<file path="src/rtl/enemy_fire_scheduler_if.sv">
`default_nettype none
// ============================================================================
//  Module      : enemy_fire_scheduler_if
//  Description : Shot request handshake between the enemy fire scheduler
//                (master) and the enemy-bullet launcher (slave).
//                  fire_req          master->slave  request, IDs valid while high
//                  ID_enemy_tiro_X   master->slave  flattened shooter index
//                  ID_enemy_tiro_Y   master->slave  shooter row
//                  fire_ack          slave->master  launcher accepted the shot
//  Revision    : 1.0  initial release
// ============================================================================
interface enemy_fire_scheduler_if;
  logic       fire_req;
  logic       fire_ack;
  logic [5:0] ID_enemy_tiro_X;
  logic [5:0] ID_enemy_tiro_Y;

  modport master (
    output fire_req,
    output ID_enemy_tiro_X,
    output ID_enemy_tiro_Y,
    input  fire_ack
  );

  modport slave (
    input  fire_req,
    input  ID_enemy_tiro_X,
    input  ID_enemy_tiro_Y,
    output fire_ack
  );
endinterface
`default_nettype wire

</file>
<file path="src/rtl/enemy_fire_scheduler.sv">
`default_nettype none
// ============================================================================
//  Module      : enemy_fire_scheduler
//  Description : Decides when the invader formation fires and which enemy
//                fires. After a cooldown, and once no enemy bullet is in
//                flight, a pseudo-random start column is picked and columns
//                are scanned round-robin for the bottom-most live enemy, whose
//                indices are offered to the launcher through a req/ack
//                handshake.
//  Ports       : clk          system clock
//                reset        asynchronous active-low reset
//                enable       game in progress; low aborts any activity
//                vivo         enemy alive flags, index = row*COLUNAS+col
//                shot_busy    enemy bullet currently in flight
//                fire         handshake interface (master side)
//                shots_fired  count of acknowledged shots, wraps at 255
//  Revision    : 1.0  initial release
// ============================================================================
module enemy_fire_scheduler #(
  parameter int          COLUNAS  = 10,
  parameter int          LINHAS   = 4,
  parameter logic [23:0] COOLDOWN = 24'd5_000_000,
  parameter logic [15:0] SEED     = 16'hACE1
) (
  input  logic                        clk,
  input  logic                        reset,
  input  logic                        enable,
  input  logic [LINHAS*COLUNAS-1:0]   vivo,
  input  logic                        shot_busy,
  enemy_fire_scheduler_if.master      fire,
  output logic [7:0]                  shots_fired
);

  localparam int                 c_cells    = LINHAS * COLUNAS;
  localparam int                 c_col_w    = (COLUNAS > 1) ? $clog2(COLUNAS) : 1;
  localparam int                 c_idx_w    = (c_cells > 1) ? $clog2(c_cells) : 1;
  localparam logic [15:0]        c_seed     = (SEED == 16'd0) ? 16'hACE1 : SEED;
  localparam logic [c_col_w-1:0] c_last_col = c_col_w'(COLUNAS - 1);
  localparam logic [7:0]         c_cols8    = 8'(COLUNAS);
  localparam logic [23:0]        c_reload   = COOLDOWN - 24'd1;

  typedef enum logic [2:0] {
    IDLE      = 3'd0,
    COOL      = 3'd1,
    WAIT_FREE = 3'd2,
    PICK      = 3'd3,
    SCAN      = 3'd4,
    REQ       = 3'd5
  } state_t;

  state_t               r_state;
  logic [15:0]          r_lfsr;
  logic [23:0]          r_cnt;
  logic [c_col_w-1:0]   r_col;
  logic [c_col_w-1:0]   r_step;
  logic                 r_fire_req;
  logic [5:0]           r_id_x;
  logic [5:0]           r_id_y;
  logic [7:0]           r_shots;

  // Column-major view of vivo so the scan can address one column at a time.
  logic [LINHAS-1:0] w_grid [COLUNAS];

  generate
    for (genvar gc = 0; gc < COLUNAS; gc++) begin : g_col
      for (genvar gr = 0; gr < LINHAS; gr++) begin : g_row
        assign w_grid[gc][gr] = vivo[gr*COLUNAS + gc];
      end
    end
  endgenerate

  logic [LINHAS-1:0] w_col_bits;
  logic              w_hit;
  logic [5:0]        w_hit_row;
  logic [5:0]        w_hit_x;
  logic [7:0]        w_start;
  logic              w_target_alive;
  logic              w_lfsr_fb;

  assign w_col_bits     = w_grid[r_col];
  assign w_start        = r_lfsr[7:0] % c_cols8;
  assign w_target_alive = vivo[r_id_x[c_idx_w-1:0]];
  assign w_lfsr_fb      = r_lfsr[15] ^ r_lfsr[13] ^ r_lfsr[12] ^ r_lfsr[10];

  // Later rows override earlier ones, so the bottom-most live enemy wins.
  always_comb begin
    w_hit     = 1'b0;
    w_hit_row = 6'd0;
    for (int r = 0; r < LINHAS; r++) begin
      if (w_col_bits[r]) begin
        w_hit     = 1'b1;
        w_hit_row = 6'(r);
      end
    end
    w_hit_x = w_hit_row * 6'(COLUNAS) + 6'(r_col);
  end

  always_ff @(posedge clk or negedge reset) begin
    if (!reset) begin
      r_state    <= IDLE;
      r_lfsr     <= c_seed;
      r_cnt      <= 24'd0;
      r_col      <= '0;
      r_step     <= '0;
      r_fire_req <= 1'b0;
      r_id_x     <= 6'd0;
      r_id_y     <= 6'd0;
      r_shots    <= 8'd0;
    end else begin
      // The LFSR free-runs so the start column depends on elapsed time.
      r_lfsr <= {r_lfsr[14:0], w_lfsr_fb};

      if (!enable) begin
        r_state    <= IDLE;
        r_fire_req <= 1'b0;
      end else begin
        case (r_state)
          IDLE: begin
            r_cnt   <= c_reload;
            r_state <= COOL;
          end
          COOL: begin
            if (r_cnt == 24'd0) r_state <= WAIT_FREE;
            else                r_cnt   <= r_cnt - 24'd1;
          end
          WAIT_FREE: begin
            if (!shot_busy) r_state <= PICK;
          end
          PICK: begin
            r_col   <= c_col_w'(w_start);
            r_step  <= '0;
            r_state <= SCAN;
          end
          SCAN: begin
            if (w_hit) begin
              r_id_x     <= w_hit_x;
              r_id_y     <= w_hit_row;
              r_fire_req <= 1'b1;
              r_state    <= REQ;
            end else if (r_step == c_last_col) begin
              // Every column was empty: the formation is gone.
              r_state <= IDLE;
            end else begin
              r_col  <= (r_col == c_last_col) ? '0 : r_col + 1'b1;
              r_step <= r_step + 1'b1;
            end
          end
          REQ: begin
            // Ack has priority over a simultaneous death of the shooter.
            if (fire.fire_ack) begin
              r_fire_req <= 1'b0;
              r_shots    <= r_shots + 8'd1;
              r_cnt      <= c_reload;
              r_state    <= COOL;
            end else if (!w_target_alive) begin
              r_fire_req <= 1'b0;
              r_state    <= PICK;
            end
          end
          default: begin
            r_fire_req <= 1'b0;
            r_state    <= IDLE;
          end
        endcase
      end
    end
  end

  assign fire.fire_req        = r_fire_req;
  assign fire.ID_enemy_tiro_X = r_id_x;
  assign fire.ID_enemy_tiro_Y = r_id_y;
  assign shots_fired          = r_shots;

endmodule
`default_nettype wire

</file>
<file path="src/flat_wrapper.sv">
// flat-port wrapper written by rule: the top's interface ports become plain ports
module enemy_fire_scheduler_flat 
#(
  parameter int          COLUNAS  = 10,
  parameter int          LINHAS   = 4,
  parameter logic [23:0] COOLDOWN = 24'd5_000_000,
  parameter logic [15:0] SEED     = 16'hACE1
)
  (clk, reset, enable, vivo, shot_busy, shots_fired, fire_fire_req, fire_ID_enemy_tiro_X, fire_ID_enemy_tiro_Y, fire_fire_ack);
  enemy_fire_scheduler_if fire_i ();
  input  logic clk;
  input  logic reset;
  input  logic enable;
  input  logic [LINHAS*COLUNAS-1:0] vivo;
  input  logic shot_busy;
  output logic [7:0] shots_fired;
  output wire logic [$bits(fire_i.fire_req)-1:0] fire_fire_req;
  output wire logic [$bits(fire_i.ID_enemy_tiro_X)-1:0] fire_ID_enemy_tiro_X;
  output wire logic [$bits(fire_i.ID_enemy_tiro_Y)-1:0] fire_ID_enemy_tiro_Y;
  input wire logic [$bits(fire_i.fire_ack)-1:0] fire_fire_ack;
  assign fire_fire_req = fire_i.fire_req;
  assign fire_ID_enemy_tiro_X = fire_i.ID_enemy_tiro_X;
  assign fire_ID_enemy_tiro_Y = fire_i.ID_enemy_tiro_Y;
  assign fire_i.fire_ack = fire_fire_ack;
  enemy_fire_scheduler #(.COLUNAS(COLUNAS), .LINHAS(LINHAS), .COOLDOWN(COOLDOWN), .SEED(SEED)) u_core (.clk(clk), .reset(reset), .enable(enable), .vivo(vivo), .shot_busy(shot_busy), .fire(fire_i), .shots_fired(shots_fired));
endmodule
</file>
<file path="config.mk">
export PLATFORM = sky130hd
export DESIGN_NAME = enemy_fire_scheduler_flat
export DESIGN_NICKNAME = d
export VERILOG_FILES = /design/src/rtl/enemy_fire_scheduler_if.sv /design/src/rtl/enemy_fire_scheduler.sv /design/src/flat_wrapper.sv
export SDC_FILE = /design/constraint.sdc
export NUM_CORES = 1
export LEC_CHECK = 0
export CORE_MARGIN = 1.5
export CORE_UTILIZATION = 50
export CTS_CLUSTER_SIZE = 25
export DETAILED_ROUTE_END_ITERATION = 10
export GPL_ROUTABILITY_DRIVEN = 0
export PLACE_DENSITY_LB_ADDON = 0.2
export SYNTH_ARGS = -nofsm -noshare
export SYNTH_HDL_FRONTEND = slang
export SYNTH_SLANG_ARGS = --single-unit
</file>
<file path="constraint.sdc">
create_clock -name clk -period 3.59 [get_ports clk]
set_clock_uncertainty 0.2 [all_clocks]
set_input_delay 0.8975 -clock clk [delete_from_list [all_inputs] [get_ports clk]]
set_output_delay 0.8975 -clock clk [all_outputs]
set_load 0.005 [all_outputs]
</file>
==> impl_metrics.csv, run 1 <==
group,metric,value,unit
global_routing,grt_pass1_vias,3255,
drt,viasPerCell,5.72,
floorplan,start_util,51.9,%
critical_path,crit_start,"vivo[37]",
timing,period_minus_slack,3280,ps
global_routing,overflow,0,
timing,tightest_slew,607,ps
floorplan,rows,33,
critical_path,cp_top_family,"simple AND/OR/NAND/NOR gates",
logic_synthesis,ys_ff_latch,68,
power_and_ir_drop,power.leakage,2.08,nW
layout,utilization,63.6,%
global_routing,grt_usage,21.1,%
global_routing,grt_pass1_wl,15.2,mm
drt,drtPass1Iterations,4,
cts,clk_latency,350,ps
global_routing,antenna_found_initial,0,
critical_path,critPathKind,"in -> reg",
logic_synthesis,async_reset_ff_share,100,%
critical_path,crit_buf_inv,2,
layout,diodes,0,
logic_synthesis,synth_cell_types,64,
critical_path,start_kind,"input port",
drt,num_vias,3404,
critical_path,regToRegEndpoint,"u_core.r_state[0]",
global_routing,grt_max_degree,69,
critical_path,cpMaxStageDelayCell,"or4_1",
place,place_area,4960,sq um
cts,cts.repair.resized,0,
layout,postLayoutCellArea,5220,sq um
critical_path,arrival,3320,ps
floorplan,die_w,95.3,microns
cts,cts_hold_buf,0,
power_and_ir_drop,ir_drop,0.000210,V
timing,slew_violations,0,
logic_synthesis,ys_seq_area_share,40.2,%
layout,drive_gt1_share,12.9,%
timing,hold_viol_final,0,
cts,path_clk_slew,80,ps
place,dp_hpwl,6.62,mm
logic_synthesis,avgSynthCellArea,9.96,sq um
logic_synthesis,yosysWarnings,0,
cts,clock-root-buffer,"clkbuf_8",
critical_path,worst-r2r-setup-slack,490,ps
layout,mostFrequentLayoutCells,"60 x clkdlybuf4s50_1, 60 x dfrtp_1, 39 x nand2_1",
power_and_ir_drop,power.total,0.00259,W
floorplan,die_y,95.3,microns
timing,hold_slack,148,ps
critical_path,path_max_fanout,4,
timing,max_freq,305,MHz
layout,multi_input_area,2370,sq um
critical_path,critPathCaptureType,"register",
logic_synthesis,synthCells,428,
critical_path,required,3630,ps
cts,clkSinkCount,68,
layout,final_nets,538,
hold_path,hp-start,"u_core.r_lfsr[14]",
drt,postRouteAntennaNets,0,
place,io_buffers,61,
timing,min_period_over_period,91.4,%
layout,syn_to_final_growth,22.5,%
cts,cts_setup_buffers,0,
critical_path,timing.rr.start,"u_core.r_col[0]",
critical_path,r2r_cells,8,
drt,wirelength,8.98,mm
floorplan,core,8220,sq um
logic_synthesis,syn-cell-area,4260,sq um
critical_path,max_stage_delay,570,ps
floorplan,ioPinCount,66,
layout,fill_cells,668,
timing,setup_viol,0,
critical_path,crit_path_cell_trace,"clkdlybuf4s50_1, mux4_2, a2bb2oi_1, a22o_1, or4_1, buf_4, a21oi_1, o21ai_0, and3_1",
cts,cts_buffers,9,
cts,cts_tree,"yes",
run_status,outcome,"completed",
logic_synthesis,synth_edf_count,0,
cts,clockBufferDepth,2,
timing,fin_tns_setup,0,ps
drt,drc_errors,0,
cts,htree_levels,3,
timing,rsz0062_at_grt,"false",
run,drv_cap,0,
power_and_ir_drop,p_per_area,497,nW/um^2
drt,drtIter0Drc,177,
layout,seq_area,1710,sq um
critical_path,endpoint,"u_core.r_state[0]",
critical_path,crit_cells,9,
floorplan,die_area,9090,sq um
logic_synthesis,ys.flop_type,"dfrtp_1",
timing,relSlewSlack,59.6,%
drt,wire_per_inst,15.1,microns
hold_path,hold_path_class,"reg -> reg",
-- synthesized netlist by cell type, drive strengths merged, types with 5 or more instances --
cell    instances  area (sq um)
a21o            6          45.0
a21oi          15          75.1
a31oi           7          43.8
and2            5          31.3
and3            6          37.5
buf            10          75.1
clkbuf         20          75.1
dfrtp          60          1500
dfstp           8           210
ha              7          87.6
inv            12          45.0
mux2            8          90.1
mux2i           8          80.1
mux4           17           390
nand2          39           146
nand3          13          65.1
nand4           5          31.3
nor2           32           120
nor2b           8          50.1
nor3            9          45.0
o21ai          20           100
or3             9          56.3
or4             7          52.6
xnor2          18           158
xor2           18           158
-- worst min-delay path by stage --
stage	end	slack, ps	cells after the start
2_1_floorplan	u_core.r_lfsr[9]	130	0
4_1_cts	u_core.r_lfsr[15]	150	0
3_5_place_dp	u_core.r_lfsr[15]	140	0
3_3_place_gp	u_core.r_lfsr[9]	130	0
6_report	u_core.r_lfsr[15]	150	0
5_1_grt	u_core.r_lfsr[15]	150	0
-- state kept, by name, summed over array words and instances, names as in the netlist --
signal                       cells
u_core.fire.ID_enemy_tiro_Y      2
u_core.r_state                   3
u_core.fire.ID_enemy_tiro_X      6
u_core.r_lfsr                   16
u_core.r_col                     4
u_core.r_step                    4
u_core.shots_fired               8
u_core.r_cnt                    24
u_core.fire.fire_req             1
-- metal layers --
metal	GRT usage, %	up-vias	share of wire (%)
met2	33.9	59	48
met4	5.72	0	1.1
met1	29.1	1672	47
met5	0	-	0
li1	-	1665	-
met3	4.23	8	3.1
-- final cells by class --
class / instances / share of cell area [%]
Timing Repair Buffer: 73 / 13.6
Tap cell: 105 / 2.52
Multi-Input combinational cell: 321 / 45.3
Clock inverter: 5 / 2.06
Clock buffer: 11 / 2.90
Sequential cell: 68 / 32.8
Inverter: 12 / 0.862
-- metrics by stage --
| step | cells | setup WS [ps] |
|---|---|---|
| global route | 595 | 169 |
| global placement | 579 | -38.3 |
| detailed placement | 579 | -54.8 |
| floorplan | 431 | 341 |
| CTS | 595 | 313 |
| finish | 595 | 309 |
-- worst register-to-register path: cells and delay by family, from the launching register on --
| family | cells | cell delay [ps] |
|---|---|---|
| buffers and inverters | 1 | 180 |
| AOI/OAI and AO/OA | 4 | 600 |
| muxes | 1 | 590 |
| DFF | 1 | 680 |
| and+or+nand+nor | 2 | 750 |
-- where the power goes --
group / leakage [nW] / switching (W) / total (W) / internal (W)
clock network: 0.130 / 0.000297 / 0.000799 / 0.000502
logic: 1.10 / 0.000317 / 0.000790 / 0.000473
registers: 0.844 / 0.000169 / 0.00101 / 0.000836
-- logic make-up after synthesis --
logic type,share of synthesized area [%]
AOI/OAI and AO/OA,12.7
DFF,40.2
muxes,13.1
xor gates and xnor gates,7.40
buffers and inverters,4.58
adders and majority gates,2.52
and+or+nand+nor,19.4
other,0.0880
Note: power is estimated with default switching activity, not from simulation.
==> run 2: changes to the inputs <==
--- a/config.mk
+++ b/config.mk
@@ -11,6 +11,7 @@
 export DETAILED_ROUTE_END_ITERATION = 10
 export GPL_ROUTABILITY_DRIVEN = 0
 export PLACE_DENSITY_LB_ADDON = 0.2
+export SKIP_CTS_REPAIR_TIMING = 1
 export SYNTH_ARGS = -nofsm -noshare
 export SYNTH_HDL_FRONTEND = slang
 export SYNTH_SLANG_ARGS = --single-unit
==> constraint.sdc (replaced) <==
create_clock -name clk -period 3.59 [get_ports clk]
set_clock_uncertainty 0.2 [all_clocks]
set_input_delay 0.718 -clock clk [delete_from_list [all_inputs] [get_ports clk]]
set_output_delay 0.718 -clock clk [all_outputs]
set_load 0.005 [all_outputs]
==> run 2 against run 1 <==
Effect of this change:
- via count rose by 0.56%
- utilization fell by 0.91 points
- die area did not move
- non-clock buffer count fell by 3
- sequential power barely moved
- sequential share of layout area rose by 0.48 points
- routed wire length rose by 3.5%
- critical endpoint is now u_core.r_col[3]
==> impl_metrics.csv, run 2 (synthesized netlist as in run 1, its figures left out) <==
group,metric,value,unit
run_status,outcome,"completed",
cts,cts_buffers,9,
global_routing,grt_max_degree,29,
critical_path,crit_path_cell_trace,"clkdlybuf4s50_1, mux4_2, a2bb2oi_1, a22o_1, or4_1, or2_1, and3_1, a21o_1",
run,drv_cap,0,
critical_path,max_stage_delay,570,ps
cts,clockBufferDepth,2,
critical_path,r2r_cells,7,
drt,num_vias,3423,
place,post-place-ws,84.1,ps
drt,postRouteAntennaNets,0,
critical_path,path_max_fanout,3,
drt,viasPerCell,5.78,
critical_path,worst-r2r-setup-slack,460,ps
timing,fin_tns_setup,0,ps
layout,largest_reg_flops,24,
cts,clk_latency,350,ps
layout,final_nets,535,
power_and_ir_drop,p_per_area,484,nW/um^2
layout,drive_gt1_share,11.9,%
power_and_ir_drop,ir_drop,0.000244,V
layout,diodes,0,
timing,fin_ws,436,ps
global_routing,overflow,0,
cts,cts_tree,"yes",
power_and_ir_drop,power.leakage,2.04,nW
timing,rsz0062_at_grt,"false",
power_and_ir_drop,power.total,0.00249,W
critical_path,arrival,3190,ps
cts,clock-root-buffer,"clkbuf_8",
critical_path,timing.rr.start,"u_core.r_col[0]",
cts,htree_levels,3,
drt,drc_errors,0,
floorplan,die_area,9090,sq um
floorplan,die_y,95.3,microns
critical_path,required,3630,ps
layout,seq_area,1710,sq um
timing,period_minus_slack,3150,ps
critical_path,regToRegEndpoint,"u_core.r_col[3]",
timing,relSlewSlack,53.3,%
timing,min_period_over_period,87.9,%
drt,drtPass1Iterations,4,
drt,wire_per_inst,15.7,microns
layout,utilization,62.6,%
layout,multi_input_area,2370,sq um
drt,drtIter0Drc,136,
critical_path,start_kind,"input port",
timing,setup_viol,0,
place,dp_hpwl,6.90,mm
global_routing,grt_usage,22.0,%
critical_path,critPathKind,"in -> reg",
global_routing,grt_pass1_vias,3323,
global_routing,grt_pass1_wl,15.4,mm
cts,path_clk_slew,80,ps
critical_path,critPathCaptureType,"register",
floorplan,ioPinCount,66,
floorplan,rows,33,
timing,max_freq,317,MHz
place,io_buffers,61,
floorplan,core,8220,sq um
layout,fill_cells,685,
layout,mostFrequentLayoutCells,"60 x clkdlybuf4s50_1, 60 x dfrtp_1, 39 x nand2_1",
timing,tightest_slew,692,ps
hold_path,hold_path_class,"in -> async",
drt,wirelength,9.29,mm
critical_path,cpMaxStageDelayCell,"or4_1",
layout,largest_register,"u_core.r_cnt",
timing,hold_viol_final,0,
layout,syn_to_final_growth,20.8,%
floorplan,die_w,95.3,microns
floorplan,start_util,51.9,%
cts,clkSinkCount,68,
timing,slew_violations,0,
global_routing,antenna_found_initial,0,
==> run 2: cell count changes in the layout (fill, tap and decap cells not counted), sizes merged <==
cell	change
buf	-3
clkbuf	+1
bufinv	-1
==> run 2: metrics by stage <==
step           cells  instance area (sq um)  hold slack [ps]
3_5_place_dp     576                   4930              146
4_1_cts          592                   5150              126
2_1_floorplan    431                   4270              131
5_1_grt          592                   5150              141
6_report         592                   5150              118
3_3_place_gp     576                   4930              132
==> run 2: layout make-up <==
cell class              instances  share of cell area, %
clock buffers                  12                   2.82
flip-flops and latches         68                   33.3
multi-input cells             321                   46.0
repair buffers                 70                   13.1
inverters                      12                  0.875
clock inverters                 4                   1.43
well taps                     105                   2.55
==> run 2: worst max path at each step <==
| stage | cells past startpoint | from | to |
|---|---|---|---|
| floorplan | 8 | vivo[37] | u_core.fire.ID_enemy_tiro_Y[0] |
| global placement | 8 | vivo[22] | u_core.r_col[3] |
| CTS | 7 | u_core.r_col[0] | u_core.r_col[3] |
| finish | 8 | vivo[23] | u_core.r_col[3] |
| global route | 9 | u_core.r_col[0] | u_core.fire.ID_enemy_tiro_X[4] |
| detailed placement | 8 | vivo[23] | u_core.r_col[1] |
==> run 2: routing by layer <==
layer,GRT usage [%],share of wire [%],vias to the layer above
met4,8.46,1.5,0
met3,3.83,3.8,11
met2,37.2,51,71
met5,0,0,-
met1,28.0,44,1679
li1,-,-,1662
==> run 2: where the power goes <==
group          switching (W)  total (W)  leakage, nW  internal (W)
combinational       0.000324   0.000785         1.09      0.000462
sequential          0.000167    0.00100        0.844      0.000836
clock               0.000289   0.000700        0.111      0.000411
==> run 2: critical path: cells and delay by family <==
kind,cells,cell delay (ps)
and+or+nand+nor,3,1050
muxes,1,480
AOI/OAI and AO/OA,3,520
buffers and inverters,1,430
==> run 3: changes to the inputs <==
--- a/config.mk
+++ b/config.mk
@@ -10,6 +10,7 @@
 export CTS_CLUSTER_SIZE = 25
 export DETAILED_ROUTE_END_ITERATION = 10
 export GPL_ROUTABILITY_DRIVEN = 0
+export HOLD_SLACK_MARGIN = 0.05
 export PLACE_DENSITY_LB_ADDON = 0.2
 export SKIP_CTS_REPAIR_TIMING = 1
 export SYNTH_ARGS = -nofsm -noshare
==> results of run 3 <==
Same layout as run 2: the final DEF is identical, and so are final timing and power.
